$ cat config.mk
export PLATFORM = sky130hd
export DESIGN_NAME = dcache
export DESIGN_NICKNAME = d
export VERILOG_FILES = /design/src/rtl/dcache_pkg.sv /design/src/rtl/dcache_array.sv /design/src/rtl/dcache.sv
export SDC_FILE = /design/constraint.sdc
export NUM_CORES = 2
export LEC_CHECK = 0
export BUFFER_PORTS_ARGS = -buffer_cell sky130_fd_sc_hd__buf_4
export CAP_MARGIN = 20
export CORE_MARGIN = 2
export CORE_UTILIZATION = 35
export CTS_BUF_LIST = sky130_fd_sc_hd__clkbuf_16
export DETAILED_ROUTE_END_ITERATION = 10
export SLEW_MARGIN = 20
export SYNTH_ARGS = -nofsm -noshare
export SYNTH_HDL_FRONTEND = slang
export SYNTH_SLANG_ARGS = --single-unit
$ cat constraint.sdc
create_clock -name clk -period 10.95 [get_ports clk]
set_input_delay 1.6425 -clock clk [delete_from_list [all_inputs] [get_ports clk]]
set_output_delay 1.6425 -clock clk [all_outputs]
set_load 0.01 [all_outputs]
$ cat src/rtl/dcache_pkg.sv
// dcache_pkg: shared types and helpers for the direct-mapped data cache.
//   state_t : controller states (IDLE, RD, WR, RESP)
//   idx_w   : index width for a given line count
//   tag_w   : tag width for a given byte-address width and line count
//   line_t  : one cache line {valid, tag, data} in the default 32-bit, 64-line layout
package dcache_pkg;

  typedef enum logic [1:0] {
    IDLE = 2'd0,
    RD   = 2'd1,
    WR   = 2'd2,
    RESP = 2'd3
  } state_t;

  function automatic int idx_w(input int lines);
    return $clog2(lines);
  endfunction

  // Byte offset is always two bits (word-addressed DRAM).
  function automatic int tag_w(input int addr_w, input int lines);
    return addr_w - $clog2(lines) - 2;
  endfunction

  localparam int LINE_TAG_W  = tag_w(32, 64);
  localparam int LINE_DATA_W = 32;

  typedef struct packed {
    logic                   valid;
    logic [LINE_TAG_W-1:0]  tag;
    logic [LINE_DATA_W-1:0] data;
  } line_t;

endpackage

$ cat src/rtl/dcache_array.sv
// dcache_array: valid/tag/data storage for the direct-mapped cache.
//   clk, rst_n          : clock, async active-low clear of the valid bits only
//   rd_idx -> rd_valid, rd_tag, rd_data : combinational read port
//   wr_en, wr_idx, wr_tag, wr_data      : synchronous write port; a write
//                                          always marks the line valid
module dcache_array
  import dcache_pkg::*;
#(
  parameter int LINES  = 64,
  parameter int TAG_W  = 24,
  parameter int DATA_W = 32
) (
  input  logic                     clk,
  input  logic                     rst_n,
  input  logic [idx_w(LINES)-1:0]  rd_idx,
  output logic                     rd_valid,
  output logic [TAG_W-1:0]         rd_tag,
  output logic [DATA_W-1:0]        rd_data,
  input  logic                     wr_en,
  input  logic [idx_w(LINES)-1:0]  wr_idx,
  input  logic [TAG_W-1:0]         wr_tag,
  input  logic [DATA_W-1:0]        wr_data
);

  logic [LINES-1:0]  valid_q;
  logic [TAG_W-1:0]  tag_q  [LINES];
  logic [DATA_W-1:0] data_q [LINES];

  always_ff @(posedge clk or negedge rst_n) begin
    if (!rst_n) begin
      valid_q <= '0;
    end else if (wr_en) begin
      valid_q[wr_idx] <= 1'b1;
    end
  end

  // Tag and data are meaningless while the valid bit is clear, so they
  // carry no reset.
  always_ff @(posedge clk) begin
    if (wr_en) begin
      tag_q[wr_idx]  <= wr_tag;
      data_q[wr_idx] <= wr_data;
    end
  end

  assign rd_valid = valid_q[rd_idx];
  assign rd_tag   = tag_q[rd_idx];
  assign rd_data  = data_q[rd_idx];

endmodule

$ cat src/rtl/dcache.sv
// dcache: direct-mapped, write-through, no-write-allocate data cache.
//   clk, reset (async, active-low)
//   cpu_addr/cpu_re/cpu_we/cpu_wdata -> cpu_rdata/cpu_stall : pipeline side
//   mem_addr/mem_cs/mem_we/mem_wdata <- mem_rdata/mem_ack    : DRAM side
//   cnt_hit/cnt_miss : free-running load hit/miss counters
//   dbg_state        : current controller state
// DRAM handshake: mem_cs (with mem_we/mem_addr/mem_wdata) rises registered
// on entry to RD/WR and holds steady until the cycle after mem_ack; mem_ack
// is a one-cycle completion pulse, honoured only in RD/WR and ignored
// everywhere else. Load hits complete in the request cycle with no stall.
module dcache
  import dcache_pkg::*;
#(
  parameter int ADDR_W = 32,
  parameter int DATA_W = 32,
  parameter int LINES  = 64
) (
  input  logic              clk,
  input  logic              reset,
  input  logic [ADDR_W-1:0] cpu_addr,
  input  logic              cpu_re,
  input  logic              cpu_we,
  input  logic [DATA_W-1:0] cpu_wdata,
  output logic [DATA_W-1:0] cpu_rdata,
  output logic              cpu_stall,
  output logic [ADDR_W-1:0] mem_addr,
  output logic              mem_cs,
  output logic              mem_we,
  output logic [DATA_W-1:0] mem_wdata,
  input  logic [DATA_W-1:0] mem_rdata,
  input  logic              mem_ack,
  output logic [31:0]       cnt_hit,
  output logic [31:0]       cnt_miss,
  output state_t            dbg_state
);

  localparam int IDX_W  = idx_w(LINES);
  localparam int TAG_W  = tag_w(ADDR_W, LINES);
  localparam int WORD_W = ADDR_W - 2;

  state_t state_q, state_d;

  logic [WORD_W-1:0] addr_q;      // latched word address of the request
  logic [DATA_W-1:0] wdata_q;     // latched store data
  logic [DATA_W-1:0] resp_q;      // load data returned by DRAM
  logic [31:0]       cnt_hit_q, cnt_miss_q;
  logic              mem_cs_q, mem_we_q;
  logic [ADDR_W-1:0] mem_addr_q;
  logic [DATA_W-1:0] mem_wdata_q;

  // In IDLE the live CPU request drives lookup; afterwards the latched one
  // does, so the CPU may change its inputs while stalled.
  logic [WORD_W-1:0] req_word;
  logic [DATA_W-1:0] req_wdata;
  logic [IDX_W-1:0]  req_idx;
  logic [TAG_W-1:0]  req_tag;

  logic              rd_valid;
  logic [TAG_W-1:0]  rd_tag;
  logic [DATA_W-1:0] rd_data;
  logic              hit;
  logic              wr_en;
  logic [DATA_W-1:0] wr_data;
  logic              hit_inc, miss_inc;
  logic              txn_d;

  logic unused_offset;
  assign unused_offset = ^cpu_addr[1:0];

  assign req_word  = (state_q == IDLE) ? cpu_addr[ADDR_W-1:2] : addr_q;
  assign req_wdata = (state_q == IDLE) ? cpu_wdata : wdata_q;
  assign req_idx   = req_word[IDX_W-1:0];
  assign req_tag   = req_word[WORD_W-1:IDX_W];
  assign hit       = rd_valid && (rd_tag == req_tag);

  dcache_array #(
    .LINES  (LINES),
    .TAG_W  (TAG_W),
    .DATA_W (DATA_W)
  ) u_array (
    .clk      (clk),
    .rst_n    (reset),
    .rd_idx   (req_idx),
    .rd_valid (rd_valid),
    .rd_tag   (rd_tag),
    .rd_data  (rd_data),
    .wr_en    (wr_en),
    .wr_idx   (req_idx),
    .wr_tag   (req_tag),
    .wr_data  (wr_data)
  );

  // State register
  always_ff @(posedge clk or negedge reset) begin
    if (!reset) state_q <= IDLE;
    else        state_q <= state_d;
  end

  // Next-state logic; a store wins over a simultaneous load.
  always_comb begin
    state_d = state_q;
    case (state_q)
      IDLE: begin
        if (cpu_we)               state_d = WR;
        else if (cpu_re && !hit)  state_d = RD;
      end
      RD:      if (mem_ack) state_d = RESP;
      WR:      if (mem_ack) state_d = RESP;
      RESP:    state_d = IDLE;
      default: state_d = IDLE;
    endcase
  end

  // Output / array-write / counter-enable logic
  always_comb begin
    cpu_stall = 1'b0;
    cpu_rdata = '0;
    wr_en     = 1'b0;
    wr_data   = wdata_q;
    hit_inc   = 1'b0;
    miss_inc  = 1'b0;
    case (state_q)
      IDLE: begin
        if (cpu_we) begin
          cpu_stall = 1'b1;
        end else if (cpu_re) begin
          if (hit) begin
            cpu_rdata = rd_data;
            hit_inc   = 1'b1;
          end else begin
            cpu_stall = 1'b1;
            miss_inc  = 1'b1;
          end
        end
      end
      RD: begin
        cpu_stall = 1'b1;
        if (mem_ack) begin
          wr_en   = 1'b1;
          wr_data = mem_rdata;
        end
      end
      // No-write-allocate: only a resident line picks up the store data.
      WR: begin
        cpu_stall = 1'b1;
        wr_en     = mem_ack && hit;
      end
      RESP:    cpu_rdata = resp_q;
      default: ;
    endcase
  end

  // Memory-port registers follow the next state, so they rise on entry to
  // RD/WR and fall in the cycle after the ack.
  assign txn_d = (state_d == RD) || (state_d == WR);

  always_ff @(posedge clk or negedge reset) begin
    if (!reset) begin
      addr_q      <= '0;
      wdata_q     <= '0;
      resp_q      <= '0;
      mem_cs_q    <= 1'b0;
      mem_we_q    <= 1'b0;
      mem_addr_q  <= '0;
      mem_wdata_q <= '0;
      cnt_hit_q   <= '0;
      cnt_miss_q  <= '0;
    end else begin
      if (state_q == IDLE) begin
        addr_q  <= cpu_addr[ADDR_W-1:2];
        wdata_q <= cpu_wdata;
      end
      if (state_q == RD && mem_ack) resp_q <= mem_rdata;
      mem_cs_q    <= txn_d;
      mem_we_q    <= (state_d == WR);
      mem_addr_q  <= txn_d ? {req_word, 2'b00} : '0;
      mem_wdata_q <= (state_d == WR) ? req_wdata : '0;
      if (hit_inc)  cnt_hit_q  <= cnt_hit_q + 32'd1;
      if (miss_inc) cnt_miss_q <= cnt_miss_q + 32'd1;
    end
  end

  assign mem_cs    = mem_cs_q;
  assign mem_we    = mem_we_q;
  assign mem_addr  = mem_addr_q;
  assign mem_wdata = mem_wdata_q;
  assign cnt_hit   = cnt_hit_q;
  assign cnt_miss  = cnt_miss_q;
  assign dbg_state = state_q;

endmodule
# Word-level counts from Yosys, hierarchy flattened
# Memories as Yosys holds them, arrays and structs flattened.
# Index checks and enable logic that the tools add are counted.
[op_classes]
reduce_logical = 9
magnitude_cmp = 2
bitwise = 1
eq_ne = 6
muxes = 32
n_addsub = 2
[op_table]
columns = ["cell", "count"]
rows = [
  ["two-way mux 32 bit", 8],
  ["adder 32 x 1 -> 32 bit, second input constant", 2],
  ["bitwise OR 64 bit", 1],
  ["one-hot mux 32 bit (2 select lines)", 1],
  ["two-way mux 30 bit", 1],
  ["equality test 24 bit", 1],
  ["two-way mux 1 bit", 14],
  ["less-than comparator 6 x 7 -> 1 bit, second input constant", 1],
  ["binary-select mux 1 bit (select 6 bit)", 1],
  ["demux 1 bit (select 6 bit)", 1],
  ["equality test 2 bit, second input constant", 3],
  [">= comparator 6 x 1 -> 1 bit, second input constant", 1],
  ["two-way mux 2 bit", 3],
  ["one-hot mux 2 bit (3 select lines)", 1],
  ["logical AND 1 bit", 5],
  ["equality test 2 x 1 -> 1 bit, second input constant", 2],
  ["one-hot mux 1 bit (2 select lines)", 2],
  ["logical NOT 2 bit", 1],
  ["OR reduction 2 bit", 1],
  ["logical NOT 1 bit", 1],
  ["logical OR 1 bit", 1],
]
[totals]
mem_count = 2
reg_bits = 290
elab_cells = 65
mem_bits_rw = 3584
[mem_list]
columns = ["memory", "words", "width", "read_ports", "rd_clocked_by_memory_dff", "write_ports", "line", "text"]
rows = [
  ["u_array.data_q", 64, 32, 1, 0, 1, "dcache_array.sv:27", "logic [DATA_W-1:0] data_q [LINES];"],
  ["u_array.tag_q", 64, 24, 1, 0, 1, "dcache_array.sv:26", "logic [TAG_W-1:0] tag_q [LINES];"],
]

# Depth between registers and ports, before layout
[logic_depth]
word_depth = 13
depth_mapped = 24
mapped_depth_nobuf = 17

# Modules after synthesis
# A second synthesis with hierarchy kept.
[hier_totals]
hier_cells = 7023
hier_area_um2 = 148129.6
[modules_own_cells]
columns = ["mod", "area_each_um2", "instances", "cells_each"]
rows = [
  ["dcache_array", 138414.0, 1, 6106],
  ["dcache", 9715.6, 1, 917],
]

# Least setup slack after synthesis
# Ideal clock, no wire load.
[synth_timing]
kind = "input port to flip-flop"
start = "input cpu_addr[2]"
end = "memory u_array.data_q[10][0] (enable)"
setup_slack_ns = 1.616
arrival_time_ns = 8.796
setup_time_ns = 0.539
stages = 14
cell_sequence = "clkbuf_2 -> and2_1 -> buf_2 -> a22oi_2 -> o22ai_1 -> o41a_1 -> or4_1 -> or4_1 -> xnor2_1 -> nand4_1 -> nor4_4 -> a21oi_2 -> clkbuf_1 -> nor3_1"
[synth_between]
elab_chain_len = 8
[synth_rtl]
columns = ["element", "line", "text"]
rows = [
  ["start: declaration", "dcache.sv:20", "input logic [ADDR_W-1:0] cpu_addr,"],
  ["two-way mux 30 bit *", "-", ""],
  ["memory (64 x 24 bit) / binary-select mux 1 bit (select 6 bit) (equally long branches)", "-", ""],
  ["equality test 24 bit / two-way mux 1 bit (equally long branches)", "dcache.sv:74, dcache_array.sv:46", ""],
  ["logical AND 1 bit", "dcache.sv:74", "assign hit = rd_valid && (rd_tag == req_tag);"],
  ["logical AND 1 bit", "dcache.sv:146", "wr_en = mem_ack && hit;"],
  ["one-hot mux 1 bit (2 select lines)", "dcache.sv:122", "case (state_q)"],
  ["two-way mux 1 bit", "dcache_array.sv:40", "if (wr_en) begin"],
  ["two-way mux 1 bit (not written as such)", "dcache_array.sv:42", "data_q[wr_idx] <= wr_data;"],
  ["end: declaration", "dcache_array.sv:27", ""],
]
# Mark *: on every way between the ends. The rest lies on a longest branch, timed or not. The select of a mux whose other input is x is not followed.

# Final worst setup path
[layout_timing]
start = "register state_q[1], in the netlist dbg_state[1]"
end = "output cpu_rdata[12]"
[layout_between]
elab_chain_len = 9
[layout_rtl]
columns = ["element", "line", "text"]
rows = [
  ["start: declaration", "dcache.sv:41", "state_t state_q, state_d;"],
  ["start signal: assignment", "dcache.sv:96", "else state_q <= state_d;"],
  ["logical NOT 2 bit", "dcache.sv:70, dcache.sv:122", ""],
  ["two-way mux 30 bit", "-", ""],
  ["memory (64 x 24 bit) / binary-select mux 1 bit (select 6 bit) (equally long branches)", "-", ""],
  ["equality test 24 bit / two-way mux 1 bit (equally long branches)", "dcache.sv:74, dcache_array.sv:46", ""],
  ["logical AND 1 bit", "dcache.sv:74", ""],
  ["two-way mux 32 bit", "dcache.sv:127", "if (hit) begin"],
  ["two-way mux 32 bit", "dcache.sv:126", "end else if (cpu_re) begin"],
  ["two-way mux 32 bit", "dcache.sv:124", "if (cpu_we) begin"],
  ["one-hot mux 32 bit (2 select lines) *", "dcache.sv:122", ""],
  ["end: declaration", "dcache.sv:24", "output logic [DATA_W-1:0] cpu_rdata,"],
]
# Marks and branches as above.

==> results.txt <==
Dividing the final minimum period by the clock period gives 0.9413. The worst slack at placement is 1.360 ns. The worst register-to-register path begins at dbg_state[1]. Post-CTS repair changed the size of 0 cells. In this run the clock root is driven by a sky130_fd_sc_hd__clkbuf_16. The end point of the critical path is cpu_rdata[12].

TritonCTS built the clock tree. The total clock sinks is 3872. The filler-free cell count of the finished design came out at 15590. At the pin with the least slew margin, the transition time is 1.155 ns. Before antenna repair, the detailed router went through 6 iterations.

Buffers placed on the I/O ports in this run total 261. The final max-slew violation count was 0. The count of nets after finishing is 9899. Setup violations remaining at the end of the flow were counted as 0. The final wirelength is 531.5 mm. The setup total negative slack is 0 ns. The number of flops mapped to enable cells by yosys is 3584.

The worst path in the final design needs a cycle of 10.31 ns, including I/O delays and setup. The final cell area excluding filler cells came out at 168000 um2. For the worst-skew pair, the clock arrives at the later sink with an insertion delay of 1.00 ns. The number of global-route vias before repair was 90880. The clock power share is 0.262.

The wire length of the first global-routing pass came out at 721.1 mm. The switching component of the power is 18.50 mW. The utilization after layout is 0.4068.

The region available for standard cell placement spans 413100 um2. STA classifies the critical path endpoint as an output port. Once placement finished, the instance area stood at 155900 um2. The clock slew at the register clock pins of the worst setup and hold paths came out at 0.06 ns. Between clock sinks in the finished design, the worst skew comes to 0.09314 ns. Counting cells, the worst reg-to-reg path comes to 20. The layout-stage area growth over the synthesis result is 15.70%.

The data arrival time of the worst path came out at 8.66 ns. The routed layout has 95500 vias. The fraction of synthesis flops using an asynchronous set or reset pin came out at 0.07438. In this run, post-CTS hold repair placed 0 buffers. For the worst setup path, the data required time is 9.31 ns. The placed instance count came out at 14880. In the synthesized netlist the dominant register cell turns out to be sky130_fd_sc_hd__edfxtp_1.

The die covers 420100 um2. The overall overflow remaining after global route came out at 0. In this run the worst path has a maximum fanout of 71. The number of maximum-capacitance constraint violations came out at 0. The share of the yosys chip area belonging to registers came out at 0.7906.

The relative max-transition margin came out at 0.2200. Summed over all nets, the half-perimeter wirelength after detailed placement is 274.0 mm. The power density relative to cell area is 290.1 nW/um2. The row count is 236.

Of the total power, combinational logic draws 0.340. The fraction of power spent switching nets came out at 0.3795. After detailed routing, the number of remaining DRC violations is 0. In this run the critical register-to-register path is captured at mem_addr[17].

Counting the buffers created by CTS gives 381. The mean routed wirelength per cell came out at 34.10 um. The I/O pin total is 266. The effective utilization at floorplan is 0.3516. The internal portion of the total power is 30.25 mW. The floorplan step set the die height to 648.2 um. The width of the die came out at 648.2 um. Synthesis handed over a netlist of 9413 instances. The final count of hold timing violations came out at 0. The maximum resistive drop on vdd is 0.3031 mV. The most critical setup path has its startpoint at dbg_state[1]. In the final layout, the share of cells above drive strength 1 is 0.1337. The total standard cell area after synthesis is 145200 um2. The area share of the leading cell type in the synthesized netlist came out at 0.7410.

Of all cell types, the one taking the most synthesized area is sky130_fd_sc_hd__edfxtp_1. The total routing usage reported by global routing is 0.2441. The maximum level of the CTS H-tree is 5. The flow ran to the end, and the final reports show no timing, DRC or antenna violations. The worst setup path is launched from a flip-flop. For this design the static power due to leakage is 55.39 nW. The proportion of power drawn by flip-flops and latches came out at 0.398. In this run, the number of DRC markers left after iteration 0 of detailed routing was 17850.

The class of the worst hold path is flip-flop to flip-flop. The buffer levels on the longest clock path came out at 4. Setup repair after global routing left no endpoint under its margin. The final hold slack is 0.4699 ns. The number of register bits inferred by synthesis is 3872. Setup slack closes at 0.6432 ns. The worst hold path begins at u_array.valid_q[17].

The number of antenna-violating nets in the routed design came out at 0. The number of antenna violations at the first check in global routing came to 29. The average cell area after synthesis came out at 15.43 um2. The achievable clock frequency is 97.02 MHz. The weighted congestion at the end of routability-driven global placement is 0.8686. In the post-synthesis netlist, the biggest area contributors are sky130_fd_sc_hd__edfxtp_1 (74%), sky130_fd_sc_hd__dfrtp_1 (5.0%), sky130_fd_sc_hd__o22ai_1 (4.4%). The design draws 48.75 mW.

The distinct cell type count after synthesis came out at 86. Setup slack on the worst reg-to-reg path comes out at 1.64 ns. The worst setup path is of the flip-flop to output port kind. The maximum number of pins on one net before global-route repair came out at 128. The count of buffers added by post-CTS timing repair for setup came out at 0.

Yosys printed 0 warnings. The via-per-instance ratio is 6.126.
==> placed cells by master (no fill, tap or decap), types with 69 or more instances in the layout <==
master	n
sky130_fd_sc_hd__o22ai_1	1032
sky130_fd_sc_hd__nor4_1	138
sky130_fd_sc_hd__buf_4	543
sky130_fd_sc_hd__nor2_1	270
sky130_fd_sc_hd__a21oi_1	254
sky130_fd_sc_hd__mux2i_1	153
sky130_fd_sc_hd__nand2_1	1258
sky130_fd_sc_hd__dfrtp_1	288
sky130_fd_sc_hd__a31oi_1	170
sky130_fd_sc_hd__clkbuf_16	386
sky130_fd_sc_hd__edfxtp_1	3584
sky130_fd_sc_hd__o221ai_1	69
sky130_fd_sc_hd__inv_1	137
sky130_fd_sc_hd__buf_12	79
sky130_fd_sc_hd__clkinv_1	82
sky130_fd_sc_hd__o21ai_0	114
sky130_fd_sc_hd__nand3_1	342
sky130_fd_sc_hd__nor3_1	107
sky130_fd_sc_hd__a32oi_1	136
==> cell usage after synthesis (all sizes together), types with 11 or more instances <==
cell type,n
a2111oi,15
a211oi,15
a21oi,259
a31o,48
a31oi,170
a32oi,136
and2,53
and3,64
buf,244
clkbuf,386
dfrtp,288
edfxtp,3584
inv,45
mux2,41
mux2i,157
nand2,1289
nand2b,13
nand3,343
nand4,60
nor2,273
nor3,174
nor4,140
o2111ai,11
o21a,17
o21ai,117
o21bai,20
o221ai,69
o22a,19
o22ai,1032
o31ai,46
o41ai,41
or3,31
or3b,11
or4,25
xnor2,43
xor2,22
==> logic make-up (layout without fill, tap and decap cells) <==
kind of cell,count (synthesis),count (layout),synth area share
adders and majority gates,8,8,0.0006892
xor gates and xnor gates,65,65,0.003920
other,1,14,0.00002582
muxes,198,198,0.01402
and+or+nand+nor,2514,2514,0.07786
AOI/OAI and AO/OA,2080,2080,0.09428
buffers and inverters,675,1364,0.01857
DFF,3872,3872,0.7906
==> worst min-delay path by stage <==
stage,cells past startpoint,endpoint
after global placement,1,u_array.valid_q[4]
after detailed placement,1,u_array.valid_q[50]
after floorplan,1,u_array.valid_q[12]
final,1,u_array.valid_q[17]
after global routing,1,u_array.valid_q[34]
after CTS,1,u_array.valid_q[26]
==> flip-flops by register name (all words and copies together) (netlist names) <==
signal           flops
addr_q              30
cnt_hit             32
cnt_miss            32
dbg_state            2
mem_addr            30
mem_cs               1
mem_wdata           32
mem_we               1
resp_q              32
u_array.data_q    2048
u_array.tag_q     1536
u_array.valid_q     64
wdata_q             32
==> power groups by stage <==
stage          Sequential (mW)  Clock [mW]  Combinational [mW]
6_report                  19.4        12.8                16.6
5_1_grt                   19.4        13.4                17.2
4_1_cts                   19.4        12.8                16.1
3_5_place_dp              19.7           0                16.0
3_3_place_gp              19.7           0                15.7
2_1_floorplan             19.8           0                8.64
==> layer usage <==
metal  share of wire  global-route usage
met2            0.45              0.3774
met4           0.057              0.1219
met5         0.00020            0.001156
met3            0.13             0.05680
met1            0.36              0.3228
==> cell type report <==
type	instances	area (um2)
Tap cell	5474	6849
Antenna cell	12	30.03
Sequential cell	3872	114800
Clock inverter	310	2366
Clock buffer	386	9659
Inverter	45	176.4
Multi-Input combinational cell	4867	28460
Timing Repair Buffer	623	5673
Fill cell	36810	245100
==> critical path, stage by stage, from the launching register on <==
cell                      delay, ns
sky130_fd_sc_hd__dfrtp_1       0.46
sky130_fd_sc_hd__inv_1         0.18
sky130_fd_sc_hd__ha_4          0.44
sky130_fd_sc_hd__buf_4         0.57
sky130_fd_sc_hd__or3b_2        0.70
sky130_fd_sc_hd__nand2_4       0.25
sky130_fd_sc_hd__buf_12        0.32
sky130_fd_sc_hd__a32oi_1       0.33
sky130_fd_sc_hd__a31oi_1       0.14
sky130_fd_sc_hd__nor4_1        0.84
sky130_fd_sc_hd__a21oi_1       0.16
sky130_fd_sc_hd__nor4_1        0.50
sky130_fd_sc_hd__nand4_1       0.60
sky130_fd_sc_hd__nor4_4        0.49
sky130_fd_sc_hd__buf_4         0.27
sky130_fd_sc_hd__nand2_2       0.30
sky130_fd_sc_hd__buf_4         0.35
sky130_fd_sc_hd__o31ai_1       0.40
sky130_fd_sc_hd__buf_4         0.20
Power figures use the tool's default switching activity.
